$ cat src/rtl/regfile_mp_sb.sv
// Parametrised multi-port integer register file with a per-register busy
// scoreboard. The decode stage reserves a destination with alloc_en, and a
// write port releases it with wclr. The read ports report the busy status so
// that decode can stall on RAW and WAW hazards. Register 0 is hardwired to
// zero and is never busy.
module regfile_mp_sb #(
    parameter int XLEN   = 32,
    parameter int NREG   = 32,
    parameter int NRD    = 2,
    parameter int NWR    = 1,
    parameter int BYPASS = 1,
    localparam int AW    = $clog2(NREG)
) (
    input  logic                clk,
    input  logic                rst,
    input  logic [NRD*AW-1:0]   raddr,
    output logic [NRD*XLEN-1:0] rdata,
    output logic [NRD-1:0]      rbusy,
    input  logic [NWR*AW-1:0]   waddr,
    input  logic [NWR*XLEN-1:0] wdata,
    input  logic [NWR-1:0]      wen,
    input  logic [NWR-1:0]      wclr,
    input  logic                alloc_en,
    input  logic [AW-1:0]       alloc_addr,
    output logic                alloc_conflict,
    input  logic                flush,
    output logic [NREG-1:0]     busy_vec
);

    logic [XLEN-1:0] regs [NREG];
    logic [NREG-1:0] busy;
    logic [NREG-1:0] busy_nxt;
    logic [AW-1:0]   ra;

    // Register storage: write ports are applied in ascending order, so the
    // highest-indexed port wins when two ports hit the same address.
    always_ff @(posedge clk) begin
        if (rst) begin
            // NOTE: the architecture needs all registers to read zero after
            // reset, so this array is built from flops that have a reset.
            // It is not a RAM macro.
            for (int r = 0; r < NREG; r++) begin
                regs[r] <= '0;
            end
        end else begin
            for (int j = 0; j < NWR; j++) begin
                if (wen[j] && (waddr[j*AW +: AW] != '0)) begin
                    regs[waddr[j*AW +: AW]] <= wdata[j*XLEN +: XLEN];
                end
            end
        end
    end

    // Scoreboard next state. Each later assignment overrides the earlier
    // ones, so the order gives the priority: clear, then alloc set, then flush.
    always_comb begin
        // NOTE: blocking assignments here build the value step by step.
        // Each later statement overrides the earlier ones.
        busy_nxt = busy;
        for (int j = 0; j < NWR; j++) begin
            if (wen[j] && wclr[j]) begin
                busy_nxt[waddr[j*AW +: AW]] = 1'b0;
            end
        end
        if (alloc_en) begin
            busy_nxt[alloc_addr] = 1'b1;
        end
        if (flush) begin
            busy_nxt = '0;
        end
        busy_nxt[0] = 1'b0;
    end

    // Scoreboard register. Reset drops every pending reservation.
    always_ff @(posedge clk) begin
        if (rst) begin
            busy <= '0;
        end else begin
            busy <= busy_nxt;
        end
    end

    // Combinational read ports. Same-cycle writes are forwarded when BYPASS
    // is set. A forwarded write that also clears the busy bit hides that bit.
    always_comb begin
        rdata = '0;
        rbusy = '0;
        ra    = '0;
        for (int i = 0; i < NRD; i++) begin
            ra                      = raddr[i*AW +: AW];
            rdata[i*XLEN +: XLEN]   = regs[ra];
            rbusy[i]                = busy[ra];
            if (BYPASS != 0) begin
                for (int j = 0; j < NWR; j++) begin
                    if (wen[j] && (waddr[j*AW +: AW] == ra)) begin
                        rdata[i*XLEN +: XLEN] = wdata[j*XLEN +: XLEN];
                        if (wclr[j]) begin
                            rbusy[i] = 1'b0;
                        end
                    end
                end
            end
            if (ra == '0) begin
                rdata[i*XLEN +: XLEN] = '0;
                rbusy[i]              = 1'b0;
            end
        end
    end

    // WAW hint for decode. Register 0 is never busy, so it never conflicts.
    always_comb begin
        alloc_conflict = busy[alloc_addr] && (alloc_addr != '0);
    end

    assign busy_vec = busy;

endmodule

$ cat config.mk
export PLATFORM = sky130hd
export DESIGN_NAME = regfile_mp_sb
export DESIGN_NICKNAME = d
export VERILOG_FILES = /design/src/rtl/regfile_mp_sb.sv
export SDC_FILE = /design/constraint.sdc
export NUM_CORES = 2
export LEC_CHECK = 0
export BUFFER_PORTS_ARGS = -buffer_cell sky130_fd_sc_hd__buf_2
export CELL_PAD_IN_SITES_DETAIL_PLACEMENT = 1
export CELL_PAD_IN_SITES_GLOBAL_PLACEMENT = 2
export CORE_MARGIN = 2
export CORE_UTILIZATION = 40
export DETAILED_ROUTE_END_ITERATION = 6
export PLACE_DENSITY = 0.68
export SETUP_SLACK_MARGIN = 0.1
export SLEW_MARGIN = 10
export SYNTH_ARGS = -nofsm -noshare
export SYNTH_HDL_FRONTEND = slang
export SYNTH_SLANG_ARGS = --single-unit
$ cat constraint.sdc
create_clock -name clk -period 2.7 [get_ports clk]
set_clock_uncertainty 0.05 [all_clocks]
set_input_delay 0.54 -clock clk [delete_from_list [all_inputs] [get_ports clk]]
set_output_delay 0.54 -clock clk [all_outputs]
set_load 0.005 [all_outputs]
**Word-level counts from Yosys, hierarchy flattened**

Memories as Yosys holds them, arrays and structs flattened.
Index checks and enable logic that the tools add are counted.

- Register bits after elaboration: 32
- Word-level logic and storage cells: 57
- Memory bits (writable): 1,024
- Output and inout bits: 99
- Input bits: 58
- Memories kept: 1

Memory list:

| memory | depth | width | rd ports | clocked after memory_dff | wr ports | line | RTL |
|---|---|---|---|---|---|---|---|
| regs | 32 | 32 | 2 | 0 | 32 | 30 | `logic [XLEN-1:0] regs [NREG];` |

- Order comparisons: 6
- Reduce and logical (&&, ||, !) cells: 13
- Equal/unequal tests: 2
- Muxes and demuxes: 30
- Bitwise gates (word level): 3

Operators by type and width:

| kind | count |
|---|---|
| 32-bit two-way mux | 7 |
| 32-bit bitwise AND | 1 |
| 32-bit NOT | 1 |
| 32-bit bitwise OR | 1 |
| 32-bit OR reduction | 1 |
| 5-bit by 6-bit < comparator with 1-bit output, second input constant | 4 |
| 1-bit two-way mux | 17 |
| 1-bit binary-select mux with 5-bit select | 3 |
| 1-bit demux with 5-bit select | 2 |
| 5-bit equality test | 2 |
| 5-bit by 1-bit greater-or-equal comparator with 1-bit output, second input constant | 2 |
| 5-bit zero test | 2 |
| 5-bit nonzero test | 2 |
| 1-bit logical AND | 7 |
| 5-bit two-way mux | 1 |
| 2-bit OR reduction | 1 |

**Logic depth before layout (Yosys ltp)**

- Depth after elaboration: 9
- Mapped depth: 9
- Gate-level depth less buffers: 5

**Worst setup path before layout**

OpenSTA, ideal clock, no wires.

- Path type: input-to-output
- Start point: in raddr[0]
- End point: out rdata[1]
- Setup slack: 50 ps
- Arrival: 2,060 ps
- Required time: 2,110 ps
- Cell stages on the path: 7
- Buffers on the path: 3
- Path through: buf_6 > buf_6 > buf_2 > mux4_2 > a22oi_1 > a21oi_1 > a211o_1

- Word-level cells in the longest chain between the ends: 4
- Elaborated cells on any way between the ends: 6
- Classes of those cells: 1 x eq/ne; 2 x mux; 2 x reduce/logical; 1 x memory

Ends and longest elaborated chain:

| item | line | RTL |
|---|---|---|
| from (decl) | 16 | `input logic [NRD*AW-1:0] raddr,` |
| branches (longest 3 deep; another with memory read 32 x 32 bit) | n/a |  |
| 32-bit two-way mux * | 103 | `if (ra == '0) begin` |
| to (decl) | 17 | `output logic [NRD*XLEN-1:0] rdata,` |

Every way passes the cells marked *.

==> impl_metrics.json <==
{
  "status": "finished with violations",
  "violations": "negative setup slack",
  "cts_num_sinks": 1055,
  "synthToLayoutAreaGrowth_pct": 26.43,
  "regToRegStartpoint": "busy_vec[18]$_SDFF_PP0_",
  "hold_slack_ps": 116.9,
  "timing.max_cap.violations": 0,
  "synthesis.area_per_instance_um2": 14.46,
  "clkLatencyLatePin_ps": 760,
  "die_x_um": 381.5,
  "fin_crit_sh_pct": 119.4,
  "max-slew-margin-rel_pct": 31.62,
  "post-route-worst-setup-slack_ps": -522.8,
  "power_per_cell_area_mw_per_mm2": 592.5,
  "drive_gt1_share_pct": 38.22,
  "mappedNetlistArea_mm2": 0.05699,
  "cts_tree": "yes",
  "core_mm2": 0.1414,
  "antenna_left": 0,
  "yosys.cell_types.count": 52,
  "ys_async_sr_fraction_pct": 0,
  "num_vias": 41780,
  "irDropWorstVdd_uv": 594.1,
  "setup.reg_to_reg.worst_slack_ps": 1850,
  "clock_buffer_count_from_cts": 119,
  "yosysWarnings": 0,
  "dieArea_mm2": 0.1455,
  "finalCriticalPeriod_ps": 3223,
  "core.rowCount": 138,
  "holdCritStartpoint": "wdata[2]",
  "drt_iter0_drc": 5523,
  "power.total_w": 0.04269,
  "hpwl_um": 165400,
  "path_clk_slew_ps": 60,
  "holdPathEnd": "regs[1][2]$_SDFFCE_PN0P_",
  "synth_seq_cells": 1055,
  "globalRouteTotalUtil_pct": 34.27,
  "stdcell_area_mm2": 0.07206,
  "final.setup.tns_ps": -24390,
  "htree_levels": 3,
  "synth_sequential_area_ratio_pct": 55.04,
  "clock-root-buffer": "sky130_fd_sc_hd__clkbuf_16",
  "first_global_vias": 42139,
  "timing.fmax_mhz": 310.3,
  "boundaryPins": 157,
  "worstSetupStartpointType": "flop",
  "via_per_inst": 6.407,
  "final_max_slew_viol_count": 0,
  "drc": 0,
  "timing.critical_path.arrival_ps": 2630,
  "hold_path_class": "input pin to flop",
  "r2r.worst_path.cells": 3,
  "post_dp_cell_area_mm2": 0.06555,
  "drt_wl_total_um": 252200,
  "grt_first_pass_wirelength_um": 344300,
  "drtPass1Iterations": 5,
  "grt_overflow_total": 0,
  "numPortBuffers": 155,
  "setup.worst_path.end_class": "output port",
  "antenna_violations_before_repair": 35,
  "final_nets": 4560,
  "placement.setup.worst_slack_ps": -971.1,
  "max-clock-path-buffers": 3,
  "critPathKind": "flop to output port",
  "crit_fanout": 2,
  "ctsHoldBuffers": 0,
  "r2r-end": "busy_vec[18]$_SDFF_PP0_",
  "report.final.setup_viol": 67,
  "yosys_most_used_dff": "sky130_fd_sc_hd__edfxtp_1",
  "worst-endpoint-required_ps": 2110,
  "start_util_pct": 40.30,
  "synth-edff-count": 1024,
  "timing_hold_violations_final": 0,
  "globalplace.congestion": 0.8807,
  "synthCells": 3942,
  "avgRoutedWirePerCell_um": 38.68,
  "grt_setup_unrepaired": "true",
  "total_leakage_power_nw": 26.03,
  "grt_start_max_net_pins": 65,
  "worst_margin_pin_slew_ps": 1022,
  "worst_setup_path_startpoint": "regs[15][8]$_SDFFCE_PN0P_",
  "die-height_um": 381.5,
  "holdPathStages": 2
}
-- registers in the layout, summed over array words and instances, names as in the netlist --
name and count:
regs 1024, busy_vec 31
-- placed cells by master (no fill, tap or decap), types with 10 or more instances in the layout --
cell                           n
sky130_fd_sc_hd__or2_2        23
sky130_fd_sc_hd__o22ai_1      14
sky130_fd_sc_hd__o211ai_1     21
sky130_fd_sc_hd__dfxtp_1      10
sky130_fd_sc_hd__nand3_1      44
sky130_fd_sc_hd__o221a_2      12
sky130_fd_sc_hd__or2_4        14
sky130_fd_sc_hd__and2_1      992
sky130_fd_sc_hd__nor2_1       12
sky130_fd_sc_hd__bufinv_16    15
sky130_fd_sc_hd__a21oi_2      37
sky130_fd_sc_hd__buf_2       127
sky130_fd_sc_hd__o21ai_1      17
sky130_fd_sc_hd__a221o_1      14
sky130_fd_sc_hd__mux2i_1     221
sky130_fd_sc_hd__a22oi_2      93
sky130_fd_sc_hd__o22ai_2      13
sky130_fd_sc_hd__a211o_1      14
sky130_fd_sc_hd__buf_16       19
sky130_fd_sc_hd__clkinv_1     37
sky130_fd_sc_hd__mux4_2      444
sky130_fd_sc_hd__a221oi_1     13
sky130_fd_sc_hd__buf_6        43
sky130_fd_sc_hd__nand2_1      78
sky130_fd_sc_hd__edfxtp_1   1024
sky130_fd_sc_hd__buf_4       410
sky130_fd_sc_hd__a22oi_1      84
sky130_fd_sc_hd__nor2_4       34
sky130_fd_sc_hd__conb_1       33
sky130_fd_sc_hd__diode_2      24
sky130_fd_sc_hd__clkbuf_1     22
sky130_fd_sc_hd__clkbuf_16   121
sky130_fd_sc_hd__buf_8        13
sky130_fd_sc_hd__buf_12      206
sky130_fd_sc_hd__dfxtp_2      16
sky130_fd_sc_hd__clkinv_2     18
sky130_fd_sc_hd__o21ai_0      46
sky130_fd_sc_hd__o22a_1       11
sky130_fd_sc_hd__a21oi_1      82
-- worst max-delay path by stage --
stage                            to  depth (start not counted)
final                     rdata[40]                          6
after global routing      rdata[35]                          6
after CTS                 rdata[35]                          6
after detailed placement  rdata[48]                         10
after global placement    rdata[48]                         10
after floorplan           rdata[50]                          7
-- per-layer routing --
layer / global-route usage, % / part of all wire (%) / vias to the layer above
met5: 0 / 0.013 / -
met4: 14.68 / 4.7 / 6
met3: 6.912 / 9.9 / 554
met2: 55.09 / 47 / 2558
met1: 45.21 / 38 / 22276
li1: - / - / 16386
-- critical path, cell delays in order (launching register included) --
cell,delay [ps]
sky130_fd_sc_hd__edfxtp_1,380
sky130_fd_sc_hd__mux4_2,480
sky130_fd_sc_hd__mux2i_1,140
sky130_fd_sc_hd__buf_4,140
sky130_fd_sc_hd__o211ai_1,230
sky130_fd_sc_hd__o221a_2,360
sky130_fd_sc_hd__buf_6,120
-- through the flow --
| stage | utilization, % | std cells |
|---|---|---|
| after global placement | 46.35 | 6193 |
| after CTS | 50.32 | 6459 |
| final | 50.95 | 6521 |
| after detailed placement | 46.35 | 6193 |
| after global routing | 50.91 | 6498 |
| after floorplan | - | 3974 |
-- report_power, final --
group | total (W) | switching (W) | leakage, nW | internal (W)
clock network | 0.0167 | 0.00720 | 1.91 | 0.00953
logic | 0.00666 | 0.00361 | 14.1 | 0.00305
registers | 0.0193 | 0.000481 | 10.0 | 0.0188
-- cell usage after synthesis, types with 35 or more instances --
master,number,share of area [%]
sky130_fd_sc_hd__and2_1,995,11
sky130_fd_sc_hd__buf_4,40,0.53
sky130_fd_sc_hd__clkbuf_1,282,1.9
sky130_fd_sc_hd__edfxtp_1,1024,54
sky130_fd_sc_hd__nand3_1,44,0.39
sky130_fd_sc_hd__mux2i_1,231,4.1
sky130_fd_sc_hd__a22oi_1,177,2.3
sky130_fd_sc_hd__or2_2,35,0.38
sky130_fd_sc_hd__mux4_2,444,18
sky130_fd_sc_hd__nand2_1,84,0.55
sky130_fd_sc_hd__nor2_1,46,0.30
sky130_fd_sc_hd__o21ai_0,52,0.46
sky130_fd_sc_hd__buf_2,55,0.48
sky130_fd_sc_hd__a21oi_1,123,1.1
-- cell families after synthesis --
group / Yosys count / synth area share, %
AO/OA/AOI/OAI: 522 / 6.301
XOR/XNOR: 10 / 0.1537
buffers and inverters: 419 / 3.653
flip-flops: 1055 / 55.04
multiplexers: 676 / 21.62
other: 1 / 0.006580
AND/OR/NAND/NOR: 1259 / 13.22
-- final cells by class --
class                           instances  area [µm²]
Fill cell                           13520       69360
Tap cell                             1890        2365
Sequential cell                      1055       31410
Antenna cell                           24       60.06
Timing Repair Buffer                  823        9188
Inverter                                3       11.26
Clock buffer                          141        3060
Multi-Input combinational cell       2500       25080
Clock inverter                         85       880.8
-- what timing repair did --
| item | 4_1_cts | 5_1_grt |
|---|---|---|
| setup endpoints to repair | 67 | 67 |
| pin swaps | 120 | 82 |
| setup buffers | 32 | 39 |
| gates resized for setup | 248 | 107 |
| hold endpoints to repair | 0 | 0 |
| cloned | 11 | 2 |
Power figures use the tool's default switching activity.
